### config.mk
export PLATFORM = sky130hd
export DESIGN_NAME = tiny_oram_port_arbiter
export DESIGN_NICKNAME = d
export VERILOG_FILES = /design/src/rtl/tiny_oram_port_arbiter.sv
export SDC_FILE = /design/constraint.sdc
export NUM_CORES = 1
export LEC_CHECK = 0
export BUFFER_PORTS_ARGS = -buffer_cell sky130_fd_sc_hd__buf_2
export CORE_AREA = 2 2 266 268
export CTS_CLUSTER_DIAMETER = 120
export DETAILED_ROUTE_END_ITERATION = 10
export DIE_AREA = 0 0 268 270
export PLACE_DENSITY = 0.39
export SYNTH_ARGS = -nofsm -noshare
export SYNTH_HDL_FRONTEND = slang
export SYNTH_SLANG_ARGS = --single-unit
### constraint.sdc
create_clock -name Clock -period 2.44 [get_ports Clock]
set_input_delay 0.244 -clock Clock [delete_from_list [all_inputs] [get_ports Clock]]
set_output_delay 0.244 -clock Clock [all_outputs]
set_load 0.02 [all_outputs]
### src/rtl/tiny_oram_port_arbiter.sv
`default_nettype none
// ============================================================================
// Module   : tiny_oram_port_arbiter
// Brief    : Round-robin front door merging NUM_PORTS client channels onto one
//            TinyORAM core; write bursts stay atomic, reads return in order.
//            Optional: ORAM_ARB_ADDR_PARTITION_EN confines each port to its
//            own slice of the address space.
// Revision : 1.0 - initial release
// ============================================================================
module tiny_oram_port_arbiter #(
    parameter int NUM_PORTS   = 4,
    parameter int ORAMU       = 32,
    parameter int BECMD_WIDTH = 2,
    parameter int DM_WIDTH    = 8,
    parameter int FED_WIDTH   = 64,
    parameter int BLOCK_BEATS = 8,
    parameter int PEND_DEPTH  = 4
) (
    input  logic                             Clock,
    input  logic                             Reset,
    input  logic [NUM_PORTS*BECMD_WIDTH-1:0] PortCmd,
    input  logic [NUM_PORTS*ORAMU-1:0]       PortPAddr,
    input  logic [NUM_PORTS*DM_WIDTH-1:0]    PortWMask,
    input  logic [NUM_PORTS-1:0]             PortCmdValid,
    output logic [NUM_PORTS-1:0]             PortCmdReady,
    input  logic [NUM_PORTS*FED_WIDTH-1:0]   PortDataIn,
    input  logic [NUM_PORTS-1:0]             PortDataInValid,
    output logic [NUM_PORTS-1:0]             PortDataInReady,
    output logic [FED_WIDTH-1:0]             PortDataOut,
    output logic [NUM_PORTS-1:0]             PortDataOutValid,
    input  logic [NUM_PORTS-1:0]             PortDataOutReady,
    output logic [BECMD_WIDTH-1:0]           Cmd,
    output logic [ORAMU-1:0]                 PAddr,
    output logic [DM_WIDTH-1:0]              WMask,
    output logic                             CmdValid,
    input  logic                             CmdReady,
    output logic [FED_WIDTH-1:0]             DataIn,
    output logic                             DataInValid,
    input  logic                             DataInReady,
    input  logic [FED_WIDTH-1:0]             DataOut,
    input  logic                             DataOutValid,
    output logic                             DataOutReady
);
    localparam int c_PW = (NUM_PORTS > 1) ? $clog2(NUM_PORTS) : 1;
    localparam int c_BW = (BLOCK_BEATS > 1) ? $clog2(BLOCK_BEATS) : 1;
    localparam int c_CW = $clog2(PEND_DEPTH + 1);
    localparam int c_FW = (PEND_DEPTH > 1) ? $clog2(PEND_DEPTH) : 1;

    localparam logic [c_BW-1:0] c_LAST_BEAT = c_BW'(BLOCK_BEATS - 1);
    localparam logic [c_CW-1:0] c_PEND_FULL = c_CW'(PEND_DEPTH);

    localparam logic [1:0] c_ST_IDLE  = 2'd0;
    localparam logic [1:0] c_ST_CMD   = 2'd1;
    localparam logic [1:0] c_ST_WDATA = 2'd2;

    logic [1:0]      r_state;
    logic [c_PW-1:0] r_grant;
    logic [c_PW-1:0] r_rrPtr;
    logic [c_BW-1:0] r_beatCnt;
    logic [c_BW-1:0] r_retCnt;
    logic [c_CW-1:0] r_pendCount;
    logic [c_FW-1:0] r_wrPtr;
    logic [c_FW-1:0] r_rdPtr;
    logic [c_PW-1:0] r_fifo [PEND_DEPTH];

    logic                   w_anyValid;
    logic [c_PW-1:0]        w_pick;
    int                     w_idx;
    logic [BECMD_WIDTH-1:0] w_gCmd;
    logic [ORAMU-1:0]       w_gAddr;
    logic                   w_isRead;
    logic                   w_cmdValid;
    logic                   w_cmdHs;
    logic                   w_dataHs;
    logic                   w_push;
    logic                   w_empty;
    logic [c_PW-1:0]        w_head;
    logic                   w_dataOutReady;
    logic                   w_retHs;
    logic                   w_pop;

    // Cyclic search: first valid port at or after the round-robin pointer.
    always_comb begin
        w_anyValid = 1'b0;
        w_pick     = '0;
        w_idx      = 0;
        for (int i = 0; i < NUM_PORTS; i++) begin
            w_idx = int'(r_rrPtr) + i;
            if (w_idx >= NUM_PORTS) w_idx = w_idx - NUM_PORTS;
            if (!w_anyValid && PortCmdValid[w_idx]) begin
                w_anyValid = 1'b1;
                w_pick     = c_PW'(w_idx);
            end
        end
    end

    assign w_gCmd   = PortCmd[r_grant*BECMD_WIDTH +: BECMD_WIDTH];
    assign w_gAddr  = PortPAddr[r_grant*ORAMU +: ORAMU];
    assign w_isRead = w_gCmd[1];
    assign w_empty  = (r_pendCount == '0);
    assign w_head   = r_fifo[r_rdPtr];

    // Full FIFO blocks only reads, judged on the registered count alone.
    assign w_cmdValid = (r_state == c_ST_CMD) && PortCmdValid[r_grant]
                        && !(w_isRead && (r_pendCount == c_PEND_FULL));
    assign w_cmdHs    = w_cmdValid && CmdReady;
    assign w_push     = w_cmdHs && w_isRead;
    assign w_dataHs   = (r_state == c_ST_WDATA) && PortDataInValid[r_grant] && DataInReady;

    assign w_dataOutReady = !w_empty && PortDataOutReady[w_head];
    assign w_retHs        = DataOutValid && w_dataOutReady;
    assign w_pop          = w_retHs && (r_retCnt == c_LAST_BEAT);

    assign PortDataOut  = DataOut;
    assign DataOutReady = w_dataOutReady;
    assign CmdValid     = w_cmdValid;

    always_comb begin
        Cmd              = '0;
        PAddr            = '0;
        WMask            = '0;
        PortCmdReady     = '0;
        DataIn           = '0;
        DataInValid      = 1'b0;
        PortDataInReady  = '0;
        PortDataOutValid = '0;
        if (r_state == c_ST_CMD) begin
            Cmd   = w_gCmd;
            WMask = PortWMask[r_grant*DM_WIDTH +: DM_WIDTH];
`ifdef ORAM_ARB_ADDR_PARTITION_EN
            PAddr = {r_grant, w_gAddr[ORAMU-c_PW-1:0]};
`else
            PAddr = w_gAddr;
`endif
            PortCmdReady[r_grant] = w_cmdHs;
        end
        if (r_state == c_ST_WDATA) begin
            DataIn                   = PortDataIn[r_grant*FED_WIDTH +: FED_WIDTH];
            DataInValid              = PortDataInValid[r_grant];
            PortDataInReady[r_grant] = DataInReady;
        end
        PortDataOutValid[w_head] = DataOutValid && !w_empty;
    end

    always_ff @(posedge Clock) begin
        if (Reset) begin
            r_state     <= c_ST_IDLE;
            r_grant     <= '0;
            r_rrPtr     <= '0;
            r_beatCnt   <= '0;
            r_retCnt    <= '0;
            r_pendCount <= '0;
            r_wrPtr     <= '0;
            r_rdPtr     <= '0;
            for (int i = 0; i < PEND_DEPTH; i++) r_fifo[i] <= '0;
        end else begin
            case (r_state)
                c_ST_IDLE: begin
                    if (w_anyValid) begin
                        r_grant <= w_pick;
                        r_state <= c_ST_CMD;
                    end
                end
                c_ST_CMD: begin
                    if (w_cmdHs) begin
                        r_rrPtr <= (int'(r_grant) == NUM_PORTS - 1) ? '0 : r_grant + 1'b1;
                        if (w_isRead) begin
                            r_state <= c_ST_IDLE;
                        end else begin
                            r_beatCnt <= '0;
                            r_state   <= c_ST_WDATA;
                        end
                    end
                end
                c_ST_WDATA: begin
                    if (w_dataHs) begin
                        if (r_beatCnt == c_LAST_BEAT) begin
                            r_beatCnt <= '0;
                            r_state   <= c_ST_IDLE;
                        end else begin
                            r_beatCnt <= r_beatCnt + 1'b1;
                        end
                    end
                end
                default: r_state <= c_ST_IDLE;
            endcase

            if (w_push) begin
                r_fifo[r_wrPtr] <= r_grant;
                r_wrPtr         <= (int'(r_wrPtr) == PEND_DEPTH - 1) ? '0 : r_wrPtr + 1'b1;
            end

            if (w_retHs) begin
                if (w_pop) begin
                    r_retCnt <= '0;
                    r_rdPtr  <= (int'(r_rdPtr) == PEND_DEPTH - 1) ? '0 : r_rdPtr + 1'b1;
                end else begin
                    r_retCnt <= r_retCnt + 1'b1;
                end
            end

            if (w_push && !w_pop)      r_pendCount <= r_pendCount + 1'b1;
            else if (w_pop && !w_push) r_pendCount <= r_pendCount - 1'b1;
        end
    end
endmodule
`default_nettype wire

# == Yosys cells after proc, flatten, opt, wreduce, memory -nomap -nowiden ==
# Memory sizes are Yosys's and may differ from the RTL's. A register that Yosys moved wholly into a read port is not among the register bits.
# Cells that the tools add are included.
# op_classes
add_sub_neg,14
n_mul,0
div,0
n_lt_le_gt_ge,12
eq_ne,13
shift,4
muxes,68
bitwise,3
n_reduce_logical,35
# op_table
cell,n
$shiftx 256x9->64,1
$mux 32,5
$lt 32x4->1 const B,4
$shiftx 128x8->32,1
$mux 64,1
$mux 2,17
$shiftx 32x6->8,1
$mux 1,24
$mux 3,7
$logic_and 1x1->1,18
$bmux 1 s2,7
$and 4x4->4,3
$sub 3x3->4 const B,3
$add 3x1->3 const B,3
$eq 3x3->1 const B,3
$ge 3x3->1 const B,3
$eq 2x1->1 const B,4
$mux 4,2
$mux 8,1
$ne 2x2->1 const B,4
$reduce_and 4->1,2
$shiftx 8x4->2,1
$logic_not 1->1,7
$add 2x1->2 const B,3
17 further kinds,24
# word_totals
register_bits,19
latch_bits,0
ramBits,8
rom_bits,0
in_bits,505
word_cells,158
mem_count,1
# memory_table
name,words,word_bits,read_ports,rd_ports_with_merged_regs,wr,line,text
r_fifo,4,2,1,1,4,64,logic [c_PW-1:0] r_fifo [PEND_DEPTH];

# == Depth between registers and ports, before layout ==
# Gate-level depths: netlist of the first run.
# logic_depth
depth_word,17
ltp_mapped,10
ltp_nobuf,10

# == Worst setup path before layout of the first run ==
# OpenSTA, ideal clock, no wires.
# synth_path
path_kind,reg-to-reg
from,reg with a tool-made name
to,reg r_pendCount[2]
arrival_time_ns,2.553
t_required_ns,2.370
slack_ns,-0.183
stages_incl_launch_ff,11
path_buffers,0
period_less_slack_ns,2.623
path_cell_list,dfxtp_1 -> mux4_2 -> mux2i_1 -> mux2i_1 -> nand3_1 -> ha_1 -> inv_1 -> fa_1 -> xor2_1 -> or3_1 -> a21oi_1
# synth_lines
item,line,text
"end signal, assigned",202,if (w_push && !w_pop) r_pendCount <= r_pendCount + 1'b1;
"end signal, assigned",203,else if (w_pop && !w_push) r_pendCount <= r_pendCount - 1'b1;
"end, declared",61,logic [c_CW-1:0] r_pendCount;

==> metrics.md, run 1 <==
| Metric | Value |
|---|---|
| Hold Crit Class | `in -> reg` |
| Vias | `6,147` |
| Delay of the slowest critical-path stage | `0.56 ns` |
| Non-Filler Instances | `1,918` |
| Syn Nets | `999` |
| Achievable frequency | `0.383 GHz` |
| # rows | `97` |
| Crit Path Max Fanout | `3` |
| Synth Cell Area | `5320 um2` |
| Max-cap check violation count | `0` |
| Pins Over Slew Limit | `0` |
| Startpoint types | `flop` |
| Commonest non-fill, non-tap cell in the layout | `buf_2` |
| Worst Max-Slew Pin Slew | `0.745 ns` |
| Number of buffers added on ports | `561` |
| Worst Slack Setup Final | `-0.170 ns` |
| Num Clock Sinks | `29` |
| Clock buffer count from CTS | `5` |
| Critical Path End Type | `flop` |
| Power Dens Cells | `277 nW/um2` |
| IO Count | `690` |
| Longest Clk Path Bufs | `2` |
| Synth unique cells | `38` |
| Share of post-route cells with drive strength above 1 | `0.738` |
| Fill count | `8,057` |
| Die area | `72,400 um2` |
| Post-CTS Hold Fix Bufs | `0` |
| Final setup fails | `1` |
| Yosys reg bits | `29` |
| Cells along the critical path | `mux4_2 -> mux2i_2 -> mux2i_1 -> nand3_1 -> ha_2 -> inv_2 -> fa_2 -> xor2_1 -> or3_1 -> a21oi_1` |
| WL/cell | `17.7 um` |
| Top cells by area, synth | `mux4_2, buf_4, dfxtp_1` |
| Critical path arrival | `2.82 ns` |
| DRT antenna net count | `0` |
| Cells after Synth | `482` |
| Area delta synth->final | `72.4%` |
| Clk Latency, worst-skew pair | `0.28 ns` |
| Dpl cells | `1,901` |
| Die H | `270 um` |
| GRT Overall Usage | `0.0881` |
| Clock transition at the registers of the reported paths | `0.05 ns` |
| H-tree depth | `2` |
| Period Utilization, post-route | `1.07` |
| Core ar. | `69,500 um2` |
| Failing checks | `negative setup slack` |
| Synth area leader | `mux4_2` |
| Root Buffer | `clkbuf_16` |
| Chip width | `268 um` |
| 1st-iter DRT viols | `178` |
| Grt total ovfl | `0` |
| Top cell type's share of synthesized area | `0.465` |
| Most frequent cells in the layout | `buf_2, mux4_2, and2_1` |
| TritonRoute pass-1 iters | `4` |
| Mean Syn Cell Area | `11.0 um2` |
| Vias/cell | `3.20` |
| Leakage | `4.15 nW` |
| Sequential area share after synthesis | `0.124` |
| Hold Vio Cnt, Final | `0` |
| Nets@finish | `1,491` |
| Global-route wire length before repair | `45,900 um` |
| Min Tclk post-route | `2.61 ns` |
| Detailed Route WL | `34,000 um` |
| Req. time, crit path | `2.65 ns` |
| Unrepaired setup endpoints after global routing | `yes` |
| Vias in the first global route | `6,796` |
| Synth warn | `0` |
| Final setup TNS | `-0.170 ns` |
| Relative slew slack | `0.503` |
| Largest net degree at the start of global routing | `70` |
| Initial Util | `0.0765` |
| Critical path's slowest cell | `mux4_2` |
| Post-route DRC violation count | `0` |
| Status | `finished, violations left` |
| TritonCTS clock tree | `done` |
| Peak supply drop | `0.000260 V` |
| Hold slack | `0.255 ns` |
| Initial antenna violation count | `19` |
| Final GP Congestion | `0.973` |
| Clock skew | `0.00473 ns` |
| Crit Path Category | `reg -> reg` |
| Dpl hpwl | `30,400 um` |
-- layout make-up --
class                           count  area [um2]  area share
Multi-Input combinational cell    341        4000       0.436
Antenna cell                        3        7.51    0.000818
Timing Repair Buffer              589        3150       0.343
Clock inverter                      3        17.5     0.00191
Tap cell                          940        1180       0.128
Inverter                            8        30.0     0.00327
Clock buffer                        5         125      0.0136
Sequential cell                    29         669      0.0729
-- flip-flops by register name (all words and copies together) (netlist names), named ones only --
name	cells
r_fifo	8
r_rrPtr	2
r_grant	2
r_wrPtr	2
r_rdPtr	2
r_state	2
r_retCnt	3
r_pendCount	3
r_beatCnt	3
-- path summary, 6_finish.rpt --
path	cells after the start	slack, ns	startpoint	to
setup / recovery	10	-0.17	flop	r_pendCount[2]
hold / removal	3	0.26	CmdReady	r_state[0]
setup reg to reg	10	-0.17	flop	r_pendCount[2]
hold reg to reg	2	0.47	r_retCnt[2]	r_retCnt[2]
-- cell families (layout without fill, tap and decap cells) --
group           after synthesis  count (layout)  share of synthesized area
compound gates               25              25                     0.0303
simple gates                181             181                      0.198
flops                        29              29                      0.124
fa+ha+maj                    12              12                     0.0296
mux                         121             121                      0.486
buf+inv                     112             605                      0.128
xor+xnor                      2               2                    0.00329
other cells                   0               3                          0
-- critical path: cells and delay by family, from the launching register on --
kind                     cells  cell delay (ns)
multiplexers                 3             0.92
flip-flops                   1             0.33
buffers and inverters        1             0.04
XOR/XNOR                     1             0.17
AND/OR/NAND/NOR              2             0.44
AO/OA/AOI/OAI                1             0.13
adder cells (fa/ha/maj)      2             0.52
-- what timing repair did --
item | CTS | global route
gates cloned | 1 | 1
setup buffers | 1 | 3
resized for setup | 3 | 2
setup endpoints to repair | 16 | 29
pin swaps | 0 | 2
-- cell usage after synthesis (all sizes together) --
master and count:
nand4 1, fa 1, edfxtp 8, a31o 1, xor2 2, mux2i 10, nor3b 1, a21boi 1
or3b 1, o41ai 1, or3 2, nor2b 47, nor3 2, nand3 2, a211o 1, clkbuf 24
nand2 5, mux4 110, o21ai 2, and2 66, nand3b 2, inv 8, a21o 2, a22oi 2
o22ai 4, o31a 2, and3b 2, nand2b 11, buf 80, ha 11, dfxtp 21, and3 9
mux2 1, nor2 29, a21oi 9, or4 1
-- layer usage --
| metal | vias up | wire (um) | global-route usage | part of all wire |
|---|---|---|---|---|
| li1 | 2745 | - | - | - |
| met1 | 2929 | 12400 | 0.0946 | 0.36 |
| met2 | 425 | 17000 | 0.160 | 0.50 |
| met5 | - | 35 | 0 | 0.0010 |
| met4 | 6 | 998 | 0.0271 | 0.029 |
| met3 | 42 | 3650 | 0.0309 | 0.11 |
-- power breakdown --
part           leakage, nW  total (W)  internal, W  switching, W
registers            0.255   0.000529     0.000509     0.0000194
logic                 3.82    0.00142     0.000778      0.000642
clock network       0.0696   0.000598     0.000373      0.000225
-- stage by stage --
step | cell area, um2 | setup slack [ns] | utilization | total power [W]
after detailed placement | 8930 | -0.182 | 0.128 | 0.00195
after global placement | 8930 | -0.102 | 0.128 | 0.00194
after global routing | 9180 | -0.297 | 0.132 | 0.00271
after CTS | 9130 | -0.179 | 0.131 | 0.00259
final | 9180 | -0.170 | 0.132 | 0.00255
after floorplan | 5330 | -0.0836 | - | 0.00143
No activity file was read; power rests on OpenSTA's default activity.
==> inputs of run 2 (changes only) <==
--- a/config.mk
+++ b/config.mk
@@ -11,6 +11,7 @@
 export DETAILED_ROUTE_END_ITERATION = 10
 export DIE_AREA = 0 0 268 270
 export PLACE_DENSITY = 0.39
+export RECOVER_POWER = 100
 export SYNTH_ARGS = -nofsm -noshare
 export SYNTH_HDL_FRONTEND = slang
 export SYNTH_SLANG_ARGS = --single-unit
==> run 2 against run 1 <==
Net effect:
- the run still ends with negative setup slack left
- flip-flop and latch count is the same
- worst hold slack about the same
- maximum frequency about the same
- wire length about the same
- global-route usage stayed put
- sequential share of layout area barely moved
- via count grew 0.23%
- sequential power is essentially flat
- largest power group unchanged
- highest routed layer unchanged
==> metrics.md, run 2 (synthesis gave the netlist of run 1 again) <==
| Metric | Value |
|---|---|
| Initial Util | `0.0765` |
| Longest Clk Path Bufs | `2` |
| Pins Over Slew Limit | `0` |
| TritonCTS clock tree | `done` |
| Global-route wire length before repair | `45,900 um` |
| 1st-iter DRT viols | `177` |
| Max-cap check violation count | `0` |
| Clock skew | `0.00480 ns` |
| Most frequent cells in the layout | `buf_2, mux4_2, and2_1` |
| Multi-input gate area | `4000 um2` |
| Critical Path End Type | `flop` |
| Hold Vio Cnt, Final | `0` |
| Fill count | `8,063` |
| TritonRoute pass-1 iters | `4` |
| Initial antenna violation count | `19` |
| Psw | `0.000886 W` |
| Register area | `669 um2` |
| Hold Crit Class | `in -> reg` |
| IO Count | `690` |
| Clk Latency, worst-skew pair | `0.28 ns` |
| Power Dens Cells | `277 nW/um2` |
| # rows | `97` |
| Failing checks | `negative setup slack` |
| Vias | `6,161` |
| Startpoint types | `flop` |
| Sequential power share | `0.208` |
| Comb power frac | `0.557` |
| Root Buffer | `clkbuf_16` |
| Worst Max-Slew Pin Slew | `0.776 ns` |
| Grt total ovfl | `0` |
| GRT Overall Usage | `0.0881` |
| DRT antenna net count | `0` |
| Crit Path Max Fanout | `3` |
| Relative slew slack | `0.483` |
| Die H | `270 um` |
| R2R cell count | `10` |
| Min Tclk post-route | `2.61 ns` |
| Share of post-route cells with drive strength above 1 | `0.734` |
| Max FFs per register | `8` |
| Reg-to-reg slack, setup | `-0.17 ns` |
| Pwr Total | `0.00254 W` |
| Crit Path Category | `reg -> reg` |
| Core ar. | `69,500 um2` |
| Period Utilization, post-route | `1.07` |
| Req. time, crit path | `2.65 ns` |
| Nets@finish | `1,491` |
| Final setup fails | `1` |
| Die area | `72,400 um2` |
| WL/cell | `17.8 um` |
| Top reg by flops | `r_fifo` |
| Utilization after layout | `0.132` |
| Clock transition at the registers of the reported paths | `0.05 ns` |
| Peak supply drop | `0.000260 V` |
| Vias/cell | `3.21` |
| Final GP Congestion | `0.973` |
| Chip width | `268 um` |
| Clock buffer count from CTS | `5` |
| Unrepaired setup endpoints after global routing | `yes` |
| Post-route DRC violation count | `0` |
| Dpl hpwl | `30,400 um` |
| Commonest non-fill, non-tap cell in the layout | `buf_2` |
| Status | `finished, violations left` |
| Internal | `0.00166 W` |
| Reg-to-reg endpoint | `r_pendCount[2]` |
| Num Clock Sinks | `29` |
| Achievable frequency | `0.383 GHz` |
| Hold wc startpoint | `CmdReady` |
| Area delta synth->final | `72.1%` |
| Worst Slack Setup Final | `-0.170 ns` |
| H-tree depth | `2` |
| Vias in the first global route | `6,796` |
| Critical path arrival | `2.82 ns` |
| Number of buffers added on ports | `561` |
| Hold EP | `r_state[0]` |
| Detailed Route WL | `34,100 um` |
| Leakage | `4.13 nW` |
| Largest net degree at the start of global routing | `70` |
| Clk pwr share | `0.235` |
| Net Sw Frac | `0.348` |
| Post-CTS Hold Fix Bufs | `0` |
| Worst Hold Path Cells | `3` |
[run 2: changes by cell type in the layout (fill, tap and decap cells not counted), sizes merged]
cell / before / now
buf: 588 / 584
clkbuf: 6 / 10
[run 2: worst max path at each step]
stage / slack [ns] / to / from
3_5_place_dp: -0.18 / r_pendCount[2] / r_fifo[2][1]
3_3_place_gp: -0.10 / r_pendCount[2] / flop
4_1_cts: -0.18 / r_pendCount[2] / r_fifo[2][1]
5_1_grt: -0.30 / r_pendCount[2] / r_fifo[2][1]
6_report: -0.17 / r_pendCount[2] / flop
2_1_floorplan: -0.08 / r_pendCount[2] / flop
[run 2: through the flow]
stage | std cells | hold WS (ns) | worst slack (ns) | area [um2] | TNS (ns)
global route | 1918 | 0.281 | -0.297 | 9160 | -0.394
CTS | 1911 | 0.249 | -0.179 | 9130 | -0.179
detailed placement | 1901 | 0.468 | -0.182 | 8930 | -0.182
global placement | 1901 | 0.463 | -0.102 | 8930 | -0.102
finish | 1918 | 0.255 | -0.170 | 9160 | -0.170
floorplan | 482 | 0.433 | -0.0836 | 5330 | -0.0836
[run 2: final cells by class]
type                    instances  area share
inverters                       8     0.00328
well taps                     940       0.128
repair buffers                589       0.342
clock buffers                   5      0.0137
flip-flops and latches         29      0.0731
diodes                          3    0.000819
multi-input cells             341       0.437
clock inverters                 3     0.00191
[run 2: layer usage]
layer / GRT usage / part of all wire / vias up / wire length [um]
met4: 0.0271 / 0.029 / 6 / 999
met5: 0 / 0.0010 / - / 35
met2: 0.160 / 0.50 / 425 / 16900
met1: 0.0946 / 0.36 / 2942 / 12400
met3: 0.0309 / 0.11 / 42 / 3670
li1: - / - / 2746 / -
[run 2: repair_timing]
action                                  4_1_cts  5_1_grt
gates resized for setup                       3        2
gates cloned                                  1        1
endpoints found under the setup margin       16       29
pin swaps                                     0        2
setup buffers                                 1        3
[run 2: critical path, stage by stage (launching register included)]
cell	delay, ns
dfxtp_2	0.33
mux4_2	0.56
mux2i_2	0.24
mux2i_1	0.12
nand3_1	0.13
ha_2	0.20
inv_2	0.04
fa_2	0.32
xor2_1	0.17
or3_1	0.31
a21oi_1	0.13
[run 2: power groups by stage]
stage | Clock, W | Sequential, W | Combinational, W
5_1_grt | 0.000638 | 0.000531 | 0.00154
3_3_place_gp | 0 | 0.000538 | 0.00140
6_report | 0.000598 | 0.000529 | 0.00142
3_5_place_dp | 0 | 0.000539 | 0.00142
2_1_floorplan | 0 | 0.000530 | 0.000904
4_1_cts | 0.000620 | 0.000529 | 0.00144
==> inputs of run 3 (changes only) <==
--- a/config.mk
+++ b/config.mk
@@ -5,12 +5,13 @@
 export SDC_FILE = /design/constraint.sdc
 export NUM_CORES = 1
 export LEC_CHECK = 0
+export ABC_AREA = 1
 export BUFFER_PORTS_ARGS = -buffer_cell sky130_fd_sc_hd__buf_2
-export CORE_AREA = 2 2 266 268
+export CORE_AREA = 2 2 268 270
 export CTS_CLUSTER_DIAMETER = 120
 export DETAILED_ROUTE_END_ITERATION = 10
-export DIE_AREA = 0 0 268 270
-export PLACE_DENSITY = 0.39
+export DIE_AREA = 0 0 270 272
+export PLACE_DENSITY = 0.4
 export RECOVER_POWER = 100
 export SYNTH_ARGS = -nofsm -noshare
 export SYNTH_HDL_FRONTEND = slang
==> run 3 against run 2 <==
Net effect:
- the flow now finishes without violations
- wire length rose by 9.1%
- synthesized cell count is 150% higher
- total power grew to 3.1 times the previous value
- clock skew barely moved
- critical path depth down 5
- critical endpoint is now DataIn[6]
- largest cell class unchanged
- clock power is 1% higher
- flip-flop and latch count stayed put
- via count is 50% higher
- utilization grew 0.33 points
- global-route usage is 0.62 points higher
- register-to-register slack improved by 0.40 ns
- die area increased by 1.5%
==> metrics.md, run 3 <==
| Metric | Value |
|---|---|
| Clock buffer count from CTS | `5` |
| IO Count | `690` |
| Critical Path End Type | `output pin` |
| Root Buffer | `clkbuf_16` |
| Dominant synthesized flop cell | `dfxtp_1` |
| Synth Cell Area | `6110 um2` |
| TritonRoute pass-1 iters | `5` |
| Grt total ovfl | `0` |
| Largest net degree at the start of global routing | `111` |
| Initial antenna violation count | `7` |
| Post-route DRC violation count | `0` |
| Syn Nets | `1,700` |
| Reg2Reg Launch Point | `r_grant[0]` |
| DRT antenna net count | `0` |
| Max-cap check violation count | `0` |
| Dpl hpwl | `30,200 um` |
| # rows | `98` |
| EDFF count, synth | `8` |
| Comb power frac | `0.835` |
| Leakage | `4.51 nW` |
| Post-synth top cells | `nor2_1, o21ai_0, a21oi_1` |
| Clk pwr share | `0.077` |
| Crit Path Category | `reg -> out` |
| Peak supply drop | `0.000473 V` |
| Critical path's top delay family | `buffers and inverters` |
| Number of buffers added on ports | `561` |
| Clock skew | `0.00476 ns` |
| Cells along the critical path | `inv_6 -> buf_12 -> o21ai_0 -> a21oi_1 -> clkbuf_1` |
| Final setup TNS | `0 ns` |
| Power Dens Cells | `825 nW/um2` |
| Most frequent cells in the layout | `nor2_1, buf_2, o21ai_0` |
| Async S/R FF share, synth | `0` |
| Mean Syn Cell Area | `5.17 um2` |
| Core ar. | `70,800 um2` |
| Commonest non-fill, non-tap cell in the layout | `nor2_1` |
| Max FFs per register | `8` |
| Yosys reg bits | `29` |
| Initial Util | `0.0864` |
| 1st-iter DRT viols | `549` |
| Die area | `73,400 um2` |
| Clk Latency, worst-skew pair | `0.28 ns` |
| Chip width | `270 um` |
| Top cell type's share of synthesized area | `0.280` |
| Hold wc startpoint | `Reset` |
| TritonCTS clock tree | `done` |
| Top cells by area, synth | `nor2_1, o21ai_0, a21oi_1` |
| Sequential power share | `0.088` |
| Critical path arrival | `2.11 ns` |
| Hold Crit Class | `in -> reg` |
| Top reg by flops | `r_fifo` |
| Synth area leader | `nor2_1` |
| Origin of the worst setup path | `r_grant[0]` |
| Relative slew slack | `0.522` |
| Post-CTS Hold Fix Bufs | `0` |
| Req. time, crit path | `2.20 ns` |
| Vias | `9,245` |
| Cells after Synth | `1,183` |
| Crit path buf inv count | `3` |
| Delay of the slowest critical-path stage | `0.41 ns` |
| Sequential area share after synthesis | `0.108` |
| Synth warn | `0` |
| Period Utilization, post-route | `0.964` |
| Achievable frequency | `0.425 GHz` |
| WL/cell | `14.4 um` |
| Final GP Congestion | `0.848` |
| Unrepaired setup endpoints after global routing | `no` |
| Crit Path Max Fanout | `110` |
| Synth unique cells | `38` |
| Share of post-route cells with drive strength above 1 | `0.349` |
| Place WS | `0.153 ns` |
| Critical path's slowest cell | `dfxtp_4` |
| Hold Vio Cnt, Final | `0` |
| Worst Slack Setup Final | `0.0888 ns` |
| Most common cell in the netlist | `nor2_1` |
| Internal | `0.00301 W` |
| Nets@finish | `2,147` |
| Clock transition at the registers of the reported paths | `0.05 ns` |
| GRT Overall Usage | `0.0942` |
| Num Clock Sinks | `29` |
| Longest Clk Path Bufs | `2` |
| Die H | `272 um` |
| Pins Over Slew Limit | `0` |
| H-tree depth | `2` |
| Startpoint types | `flop` |
| Global-route wire length before repair | `54,000 um` |
| Detailed Route WL | `37,200 um` |
| Net Sw Frac | `0.619` |
| Psw | `0.00488 W` |
| Vias/cell | `3.58` |
| Hold slack | `0.248 ns` |
| Vias in the first global route | `8,956` |
| Min Tclk post-route | `2.35 ns` |
| Area delta synth->final | `56.4%` |
| Status | `complete, no violations` |
| Fill count | `8,515` |
| Worst Max-Slew Pin Slew | `0.717 ns` |
| Final setup fails | `0` |
==> run 3: cell count changes in the layout (fill, tap and decap cells not counted), moves of 46 or more <==
cell,change
a21oi_1,+108
and2_1,-64
buf_2,-101
clkbuf_1,+55
clkbuf_2,+46
mux4_2,-110
nand2_1,+77
nor2_1,+430
nor2b_1,-46
o21ai_0,+213
==> run 3: area by class of cell <==
class | instances | area (um2) | share of cell area
Multi-Input combinational cell | 955 | 4300 | 0.450
Timing Repair Buffer | 591 | 3060 | 0.320
Tap cell | 950 | 1190 | 0.124
Sequential cell | 29 | 669 | 0.0700
Inverter | 48 | 190 | 0.0199
Clock buffer | 5 | 125 | 0.0131
Clock inverter | 3 | 17.5 | 0.00183
Antenna cell | 2 | 5.00 | 0.000524
==> run 3: worst paths after layout <==
| path | end | depth (start not counted) | slack (ns) |
|---|---|---|---|
| worst max-delay path | DataIn[6] | 5 | 0.09 |
| worst min-delay path | r_beatCnt[1] | 2 | 0.25 |
| worst max register to register | r_pendCount[2] | 14 | 0.23 |
| worst min register to register | r_beatCnt[2] | 2 | 0.47 |
==> run 3: layer usage <==
layer,global-route usage,vias to the layer above,share of wire
met3,0.0183,54,0.075
met1,0.122,4065,0.43
met4,0.0284,2,0.028
met5,0,-,0.00035
li1,-,4678,-
met2,0.157,446,0.46
==> run 3: logic make-up (layout without fill, tap and decap cells) <==
logic type | count (synthesis) | in the layout | share of synthesized area
AO/OA/AOI/OAI | 347 | 347 | 0.289
flip-flops | 29 | 29 | 0.108
AND/OR/NAND/NOR | 596 | 596 | 0.400
other | 0 | 2 | 0
adder cells (fa/ha/maj) | 12 | 12 | 0.0258
buffers and inverters | 199 | 647 | 0.178
==> run 3: per-stage QoR <==
| step | instances | instance area [um2] | util | power, W |
|---|---|---|---|---|
| 2_1_floorplan | 1183 | 6110 | - | 0.00515 |
| 3_3_place_gp | 2573 | 9540 | 0.135 | 0.00749 |
| 3_5_place_dp | 2573 | 9540 | 0.135 | 0.00743 |
| 4_1_cts | 2581 | 9680 | 0.137 | 0.00807 |
| 5_1_grt | 2581 | 9550 | 0.135 | 0.00873 |
| 6_report | 2583 | 9560 | 0.135 | 0.00789 |
==> run 3: timing repair <==
| action | in CTS | in global routing |
|---|---|---|
| setup buffers | 0 | 0 |
| hold endpoints to repair | 0 | 0 |
| endpoints found under the setup margin | 0 | 6 |
| gates resized for setup | 0 | 7 |
==> run 3: power groups by stage <==
stage | sequential (W) | combinational, W | clock (W)
floorplan | 0.000628 | 0.00452 | 0
global placement | 0.000704 | 0.00678 | 0
detailed placement | 0.000702 | 0.00673 | 0
CTS | 0.000694 | 0.00675 | 0.000627
global route | 0.000714 | 0.00738 | 0.000639
finish | 0.000698 | 0.00658 | 0.000605
